## src/rtl/init_pkg.sv

```systemverilog
// init_pkg: shared types and constants for the power-on init sequencer.
`default_nettype none

package init_pkg;

    typedef struct packed {
        logic initialized;
        logic not_initialized;
    } init_status_t;

    typedef enum logic [2:0] {
        IDLE  = 3'd0,
        LOAD  = 3'd1,
        WRITE = 3'd2,
        DONE  = 3'd3,
        FAIL  = 3'd4
    } seq_state_t;

    localparam init_status_t ST_INIT     = '{initialized: 1'b1, not_initialized: 1'b0};
    localparam init_status_t ST_NOT_INIT = '{initialized: 1'b0, not_initialized: 1'b1};

    function automatic int idx_width(input int n);
        return (n > 1) ? $clog2(n) : 1;
    endfunction

endpackage

`default_nettype wire

```

## src/rtl/init_timeout_cnt.sv

```systemverilog
// init_timeout_cnt: counts stalled write cycles; expired flags the final allowed stall.
`default_nettype none

module init_timeout_cnt #(
    parameter int TIMEOUT = 15
) (
    input  logic clk,
    input  logic rst,
    input  logic clr,
    input  logic en,
    output logic expired
);

    localparam int CNT_W = $clog2(TIMEOUT + 1);

    logic [CNT_W-1:0] cnt_q;
    logic [CNT_W-1:0] cnt_d;

    // Combinational so the FSM can leave WRITE on the very cycle the limit is hit.
    assign expired = en && (cnt_q == CNT_W'(TIMEOUT - 1));

    always_comb begin
        cnt_d = cnt_q;
        if (clr) begin
            cnt_d = '0;
        end else if (en) begin
            cnt_d = cnt_q + CNT_W'(1);
        end
    end

    always_ff @(posedge clk) begin
        if (rst) begin
            cnt_q <= '0;
        end else begin
            cnt_q <= cnt_d;
        end
    end

endmodule

`default_nettype wire

```

## src/rtl/init_sequencer.sv

```systemverilog
// init_sequencer: walks an (address, data) table on start and issues each entry as a valid/ready write.
`default_nettype none

module init_sequencer
    import init_pkg::*;
#(
    parameter int NUM_ENTRIES = 8,
    parameter int ADDR_W      = 8,
    parameter int DATA_W      = 32,
    parameter int TIMEOUT     = 15,
    parameter int IDX_W       = idx_width(NUM_ENTRIES)
) (
    input  logic              clk,
    input  logic              rst,
    input  logic              start,
    output logic [IDX_W-1:0]  tbl_idx,
    input  logic [ADDR_W-1:0] tbl_addr,
    input  logic [DATA_W-1:0] tbl_data,
    output logic              wr_valid,
    output logic [ADDR_W-1:0] wr_addr,
    output logic [DATA_W-1:0] wr_data,
    input  logic              wr_ready,
    output init_status_t      status,
    output logic              busy,
    output logic              error,
    output logic [IDX_W-1:0]  err_idx
);

    localparam logic [IDX_W-1:0] LAST_IDX = IDX_W'(NUM_ENTRIES - 1);

    seq_state_t        state_q;
    logic [IDX_W-1:0]  idx_q;
    logic              valid_q;
    logic [ADDR_W-1:0] addr_q;
    logic [DATA_W-1:0] data_q;
    init_status_t      status_q;
    logic              busy_q;
    logic              error_q;
    logic [IDX_W-1:0]  err_idx_q;
    logic              expired;

    init_timeout_cnt #(
        .TIMEOUT (TIMEOUT)
    ) u_timeout (
        .clk     (clk),
        .rst     (rst),
        .clr     (state_q == LOAD),
        .en      ((state_q == WRITE) && !wr_ready),
        .expired (expired)
    );

    always_ff @(posedge clk) begin
        if (rst) begin
            state_q   <= IDLE;
            idx_q     <= '0;
            valid_q   <= 1'b0;
            addr_q    <= '0;
            data_q    <= '0;
            status_q  <= ST_NOT_INIT;
            busy_q    <= 1'b0;
            error_q   <= 1'b0;
            err_idx_q <= '0;
        end else begin
            case (state_q)
                LOAD: begin
                    addr_q  <= tbl_addr;
                    data_q  <= tbl_data;
                    valid_q <= 1'b1;
                    state_q <= WRITE;
                end
                WRITE: begin
                    // A ready arriving on the expiry cycle is still a handshake.
                    if (wr_ready) begin
                        valid_q <= 1'b0;
                        if (idx_q == LAST_IDX) begin
                            state_q <= DONE;
                        end else begin
                            idx_q   <= idx_q + IDX_W'(1);
                            state_q <= LOAD;
                        end
                    end else if (expired) begin
                        valid_q   <= 1'b0;
                        state_q   <= FAIL;
                        error_q   <= 1'b1;
                        busy_q    <= 1'b0;
                        err_idx_q <= idx_q;
                    end
                end
                IDLE, DONE, FAIL: begin
                    if (start) begin
                        state_q  <= LOAD;
                        idx_q    <= '0;
                        busy_q   <= 1'b1;
                        error_q  <= 1'b0;
                        status_q <= ST_NOT_INIT;
                    end else if (state_q == DONE) begin
                        status_q <= ST_INIT;
                        busy_q   <= 1'b0;
                    end
                end
                default: begin
                    state_q <= IDLE;
                end
            endcase
        end
    end

    assign tbl_idx  = idx_q;
    assign wr_valid = valid_q;
    assign wr_addr  = addr_q;
    assign wr_data  = data_q;
    assign status   = status_q;
    assign busy     = busy_q;
    assign error    = error_q;
    assign err_idx  = err_idx_q;

endmodule

`default_nettype wire

```

## config.mk

```make
export PLATFORM = sky130hd
export DESIGN_NAME = init_sequencer
export DESIGN_NICKNAME = d
export VERILOG_FILES = /design/src/rtl/init_pkg.sv /design/src/rtl/init_timeout_cnt.sv /design/src/rtl/init_sequencer.sv
export SDC_FILE = /design/constraint.sdc
export NUM_CORES = 1
export LEC_CHECK = 0
export ABC_AREA = 0
export ABC_CLOCK_PERIOD_IN_PS = 2700
export BUFFER_PORTS_ARGS = -buffer_cell sky130_fd_sc_hd__buf_2
export CAP_MARGIN = 20
export CORE_MARGIN = 2
export CORE_UTILIZATION = 47
export DETAILED_ROUTE_END_ITERATION = 7
export GPL_TIMING_DRIVEN = 0
export HOLD_SLACK_MARGIN = 0.05
export PLACE_DENSITY = 0.79
export SETUP_SLACK_MARGIN = 0.2
export SLEW_MARGIN = 20
export SYNTH_ARGS = -nofsm -noshare
export SYNTH_HDL_FRONTEND = slang
export SYNTH_HIERARCHICAL = 1
export SYNTH_SLANG_ARGS = --single-unit
```

## constraint.sdc

```tcl
create_clock -name clk -period 2.7 [get_ports clk]
set_input_delay 0.54 -clock clk [delete_from_list [all_inputs] [get_ports clk]]
set_output_delay 0.54 -clock clk [all_outputs]
set_load 0.05 [all_outputs]
```

=== Word-level counts from Yosys, hierarchy flattened ===
Index checks and enable logic that the tools add are counted.

* $add $sub $neg: 2
* Equality and inequality tests: 13
* Multiplexer cells: 22
* Bitwise gates (word level): 1
* Reductions and logical operators: 16

{| class="wikitable"
|+ Operators with widths
! kind !! number
|-
| two-way mux 3 bit || 6
|-
| AND reduction 4 bit || 3
|-
| != test 2 bit, second input constant || 5
|-
| case mux 3 bit (3 select lines) || 1
|-
| two-way mux 1 bit || 8
|-
| == test 3 x 2 -> 1 bit, second input constant || 2
|-
| == test 3 bit, second input constant || 2
|-
| two-way mux 2 bit || 3
|-
| != test 3 bit, second input constant || 2
|-
| case mux 1 bit (2 select lines) || 3
|-
| case mux 3 bit (2 select lines) || 1
|-
| AND reduction 2 bit || 3
|-
| nonzero test 2 bit || 3
|-
| adder 4 x 1 -> 4 bit, second input constant || 1
|-
| == test 4 bit, second input constant || 1
|-
| adder 3 x 1 -> 3 bit, second input constant || 1
|-
| == test 3 x 1 -> 1 bit, second input constant || 1
|-
| zero test 3 bit || 1
|-
| AND reduction 3 bit || 1
|-
| OR reduction 3 bit || 1
|-
| logical AND 1 bit || 2
|-
| OR reduction 2 bit || 1
|-
| zero test 1 bit || 1
|-
| inverter 1 bit || 1
|}

* Flip-flop bits (word level): 58
* Output and inout bits: 51
* Word-level logic and storage cells: 65

=== Depth between registers and ports, before layout ===
* Word-level depth: 6
* Depth in mapped cells: 8

=== Cells and area by module ===
The synthesis kept the hierarchy.

{| class="wikitable"
|+ Modules (own cells, without submodules)
! module !! instances !! cells an instance !! area an instance (um^2) !! seq. area each (um^2)
|-
| init_sequencer || 1 || 250 || 2011.9 || 1081.0
|-
| init_timeout_cnt || 1 || 19 || 200.2 || 80.1
|}

=== Worst setup path after synthesis ===
No wires, ideal clock.

* Path type: input-to-reg
* Start point: in wr_ready
* End point: reg busy_q, in the netlist busy
* Library setup time: 0.120 ns
* Arrival time: 1.876 ns
* Setup slack: 0.705 ns
* Cell stages on the path: 6
* Buffers on the path: 0
* Cells stage by stage: nor3_1 and4_2 nand2b_1 a21oi_1 nor2b_1 o31a_1

* Word-level cells in the longest chain between the ends: 5
* Elaborated cells between the ends (all ways): 6

{| class="wikitable"
|+ Ends and longest elaborated chain
! element !! line !! text
|-
| from (decl) || init_sequencer.sv:22 || <nowiki>input logic wr_ready,</nowiki>
|-
| zero test 1 bit || init_sequencer.sv:48 || <nowiki>.en ((state_q == WRITE) && !wr_ready),</nowiki>
|-
| logical AND 1 bit || init_sequencer.sv:48 ||
|-
| logical AND 1 bit || init_timeout_cnt.sv:20 || <nowiki>assign expired = en && (cnt_q == CNT_W'(TIMEOUT - 1));</nowiki>
|-
| named net expired || init_sequencer.sv:40 || <nowiki>logic expired;</nowiki>
|-
| != test 2 bit (no source line) || - ||
|-
| AND reduction 4 bit (no source line) || - ||
|-
| to (signal assigned) || init_sequencer.sv:60 || <nowiki>busy_q <= 1'b0;</nowiki>
|-
| to (signal assigned) || init_sequencer.sv:85 || <nowiki>busy_q <= 1'b0;</nowiki>
|-
| to (signal assigned) || init_sequencer.sv:93 || <nowiki>busy_q <= 1'b1;</nowiki>
|-
| to (decl) || init_sequencer.sv:37 || <nowiki>logic busy_q;</nowiki>
|}

The timed path passes the listed nets, and every way through them passes these cells.
A chain may end at the register's enable or synchronous reset.

=== Worst setup path after layout ===
* Start point: reg state_q[0]
* End point: reg busy_q, in the netlist busy

* Word-level cells in the longest chain between the ends: 5
* Elaborated cells between the ends (all ways): 13

{| class="wikitable"
|+ Ends and longest elaborated chain
! element !! line !! text
|-
| from (decl) || init_sequencer.sv:31 || <nowiki>seq_state_t state_q;</nowiki>
|-
| from (signal assigned) || init_sequencer.sv:54 || <nowiki>state_q <= IDLE;</nowiki>
|-
| from (signal assigned) || init_sequencer.sv:69 || <nowiki>state_q <= WRITE;</nowiki>
|-
| from (signal assigned) || init_sequencer.sv:76 || <nowiki>state_q <= DONE;</nowiki>
|-
| == test 3 x 2 -> 1 bit || init_sequencer.sv:48 ||
|-
| logical AND 1 bit || init_sequencer.sv:48 ||
|-
| logical AND 1 bit || init_timeout_cnt.sv:20 ||
|-
| named net expired || init_sequencer.sv:40 ||
|-
| != test 2 bit (no source line) || - ||
|-
| AND reduction 4 bit (no source line) || - ||
|}

The timed path passes the listed nets, and every way through them passes these cells.

==> flow_summary.toml <==
[synth]
yosysTopAreaCellShare_pct = 52.5
synth_area_um2 = 2210
yosysTopAreaCell = "dfxtp_1"
ys_types = 35
yosysMostFrequentCell = "nand2_1"
synth_ff_type = "dfxtp_1"
synth_fp_nets = 317
avgSynthCellArea_um2 = 8.22
synth_cells = 269
async_flop_share_pct = 0
yosysWarnings = 6
synth_commonest_cells = "nand2_1 (83), dfxtp_1 (58), a21oi_1 (48), nor2_1 (13), clkbuf_1 (9)"
synth_area_leaders = "dfxtp_1 (52%), nand2_1 (14%), a21oi_1 (11%)"
synth_enable_flop_cells = 0
yosysSeqAreaShare_pct = 52.5
ys_ff_latch = 58

[finish]
diodes = 0
fillers = 411
fin_nets = 422
drive_gt1_share_pct = 32.0
syn_to_final_growth_pct = 33.4

[route]
drt_iter0_drc = 52
drc_errors = 0
first_pass_iters = 4
routedWlPerCell_um = 11.8
ant_nets = 0
vias = 2123
vias_per_cell = 4.94
wirelength_um = 5060

[timing]
fin_setup_tns_ps = 0
worst_hold_slack_ps = 446
finalSetupViolations = 0
rsz0062_at_grt = "no"
slew_headroom_pct = 45.1
hold_viol_final = 0
fin_skew_ps = 6.21
worst_slew_pin_slew_ps = 817
min_period_over_period_pct = 83.8
fin_crit_ps = 2260
slew_viol_final = 0
fmax_mhz = 442

[clock_network]
cts_buffers = 9
htree_levels = 3
hold_buffers = 0
clockRootBuffer = "clkbuf_8"
cts_resized = 0
path_clk_slew_ps = 60
cts_tree = "built"
cts_buffer_depth = 2
insertion_delay_ps = 320
post_cts_buffers = 0
numClockSinks = 58

[grt]
antenna_found_initial = 0
grt_usage_pct = 19.1
grt_pass1_wl_um = 7820
grt_max_degree = 15
grt_overflow_total = 0
grt_pass1_vias = 1788

[critical_path]
crit_arrival_ps = 2480
worstPathRequired_ps = 2920
cp-start-kind = "flip-flop"
endpoint_kind = "flip-flop"
critPathKind = "flip-flop to flip-flop"
path_max_fanout = 10

[placed_design]
dp_hpwl_um = 3660
port_buffers = 94
gp_congestion = 0.742

[die]
die_w_um = 72.6
start_util_pct = 49.8
die-area_um2 = 5270
core_um2 = 4440
fp-row-count = 24
boundaryPins = 95
die_h_um = 72.6

[job]
maxCapViolations = 0

[power]
cellLeakagePower_nw = 1.38
powerDensity_nw_per_um2 = 704
ir_drop_v = 0.000495

[min_path]
hold_class = "input port to flip-flop"

[run_status]
outcome = "finished clean"
-- worst paths after layout --
check,slack (ps),cells past startpoint,start,to
setup / recovery,440,7,state_q[0],busy
hold / removal,450,3,tbl_data[24],wr_data[24]
setup reg to reg,440,7,state_q[0],busy
hold reg to reg,450,2,wr_data[12],wr_data[12]
-- cells in the final DEF (no fill, tap or decap) --
cell type    n
buf_2      100
nand2_1     83
dfxtp_1     58
a21oi_1     48
nor2_1      13
clkbuf_8    12
clkbuf_1    10
nor3_1       6
nand2b_1     4
mux2i_1      4
inv_1        4
ha_1         4
nand3_1      3
nor4_1       3
nor3b_1      2
o21ai_0      2
buf_4        1
inv_2        1
and2b_2      1
a21oi_2      1
or3b_1       1
nor4bb_1     1
and4b_1      1
a211oi_2     1
a31oi_1      1
and3_1       1
nor2b_1      1
o31a_1       1
bufinv_16    1
clkinv_2     1
and4_2       1
a2111oi_0    1
xnor2_1      1
nand4_1      1
mux2_1       1
a21bo_2      1
nand3b_1     1
a211oi_1     1
-- routing by layer --
layer | up-vias | part of all wire [%] | track usage (%)
li1 | 1108 | - | -
met1 | 930 | 47 | 24.6
met2 | 77 | 44 | 28.7
met3 | 8 | 7.9 | 6.77
met4 | 0 | 1.1 | 9.26
met5 | - | 0 | 0
-- kinds of logic (layout without fill, tap and decap cells) --
| family | Yosys count | count (layout) | synth area share (%) |
|---|---|---|---|
| AO/OA/AOI/OAI | 57 | 57 | 14.1 |
| buffers and inverters | 21 | 130 | 4.07 |
| XOR/XNOR | 1 | 1 | 0.396 |
| AND/OR/NAND/NOR | 123 | 123 | 24.3 |
| multiplexers | 5 | 5 | 2.32 |
| adder cells (fa/ha/maj) | 4 | 4 | 2.26 |
| flip-flops | 58 | 58 | 52.5 |
-- worst max-delay path, stage by stage, from the launching register on --
cell	delay (ps)
dfxtp_1	340
buf_2	190
nor3_1	690
and4_2	420
nand2b_1	80
a21oi_1	140
nor2b_1	50
o31a_1	230
-- where the power goes --
group,switching [mW],internal (mW)
Combinational,0.251,0.0950
Sequential,0.0200,0.898
Clock,0.318,0.496
Total,0.589,1.49
-- area by class of cell --
type	count	area [um^2]	share of cell area, %
Sequential cell	58	1160	39.3
Clock buffer	13	169	5.72
Clock inverter	2	35.0	1.19
Inverter	5	18.8	0.636
Tap cell	52	65.1	2.20
Timing Repair Buffer	94	470	15.9
Multi-Input combinational cell	190	961	32.6
Buffer	16	71.3	2.42
-- metrics by stage --
step | area, um^2 | worst slack, ps | util [%] | power (mW) | cells
6_report | 2950 | 438 | 66.4 | 2.08 | 430
3_5_place_dp | 2750 | 345 | 61.8 | 1.28 | 415
5_1_grt | 2950 | 271 | 66.4 | 2.16 | 430
2_1_floorplan | 2210 | 705 | - | 1.18 | 269
3_3_place_gp | 2750 | 344 | 61.8 | 1.28 | 415
4_1_cts | 2950 | 463 | 66.4 | 2.09 | 430
-- state kept, by name, summed over array words and instances, names as in the netlist --
signal / flops
wr_data: 32
wr_valid: 1
tbl_idx: 3
status: 2
err_idx: 3
error: 1
state_q: 3
u_timeout/cnt_q: 4
wr_addr: 8
busy: 1
Note: power is estimated with default switching activity, not from simulation.
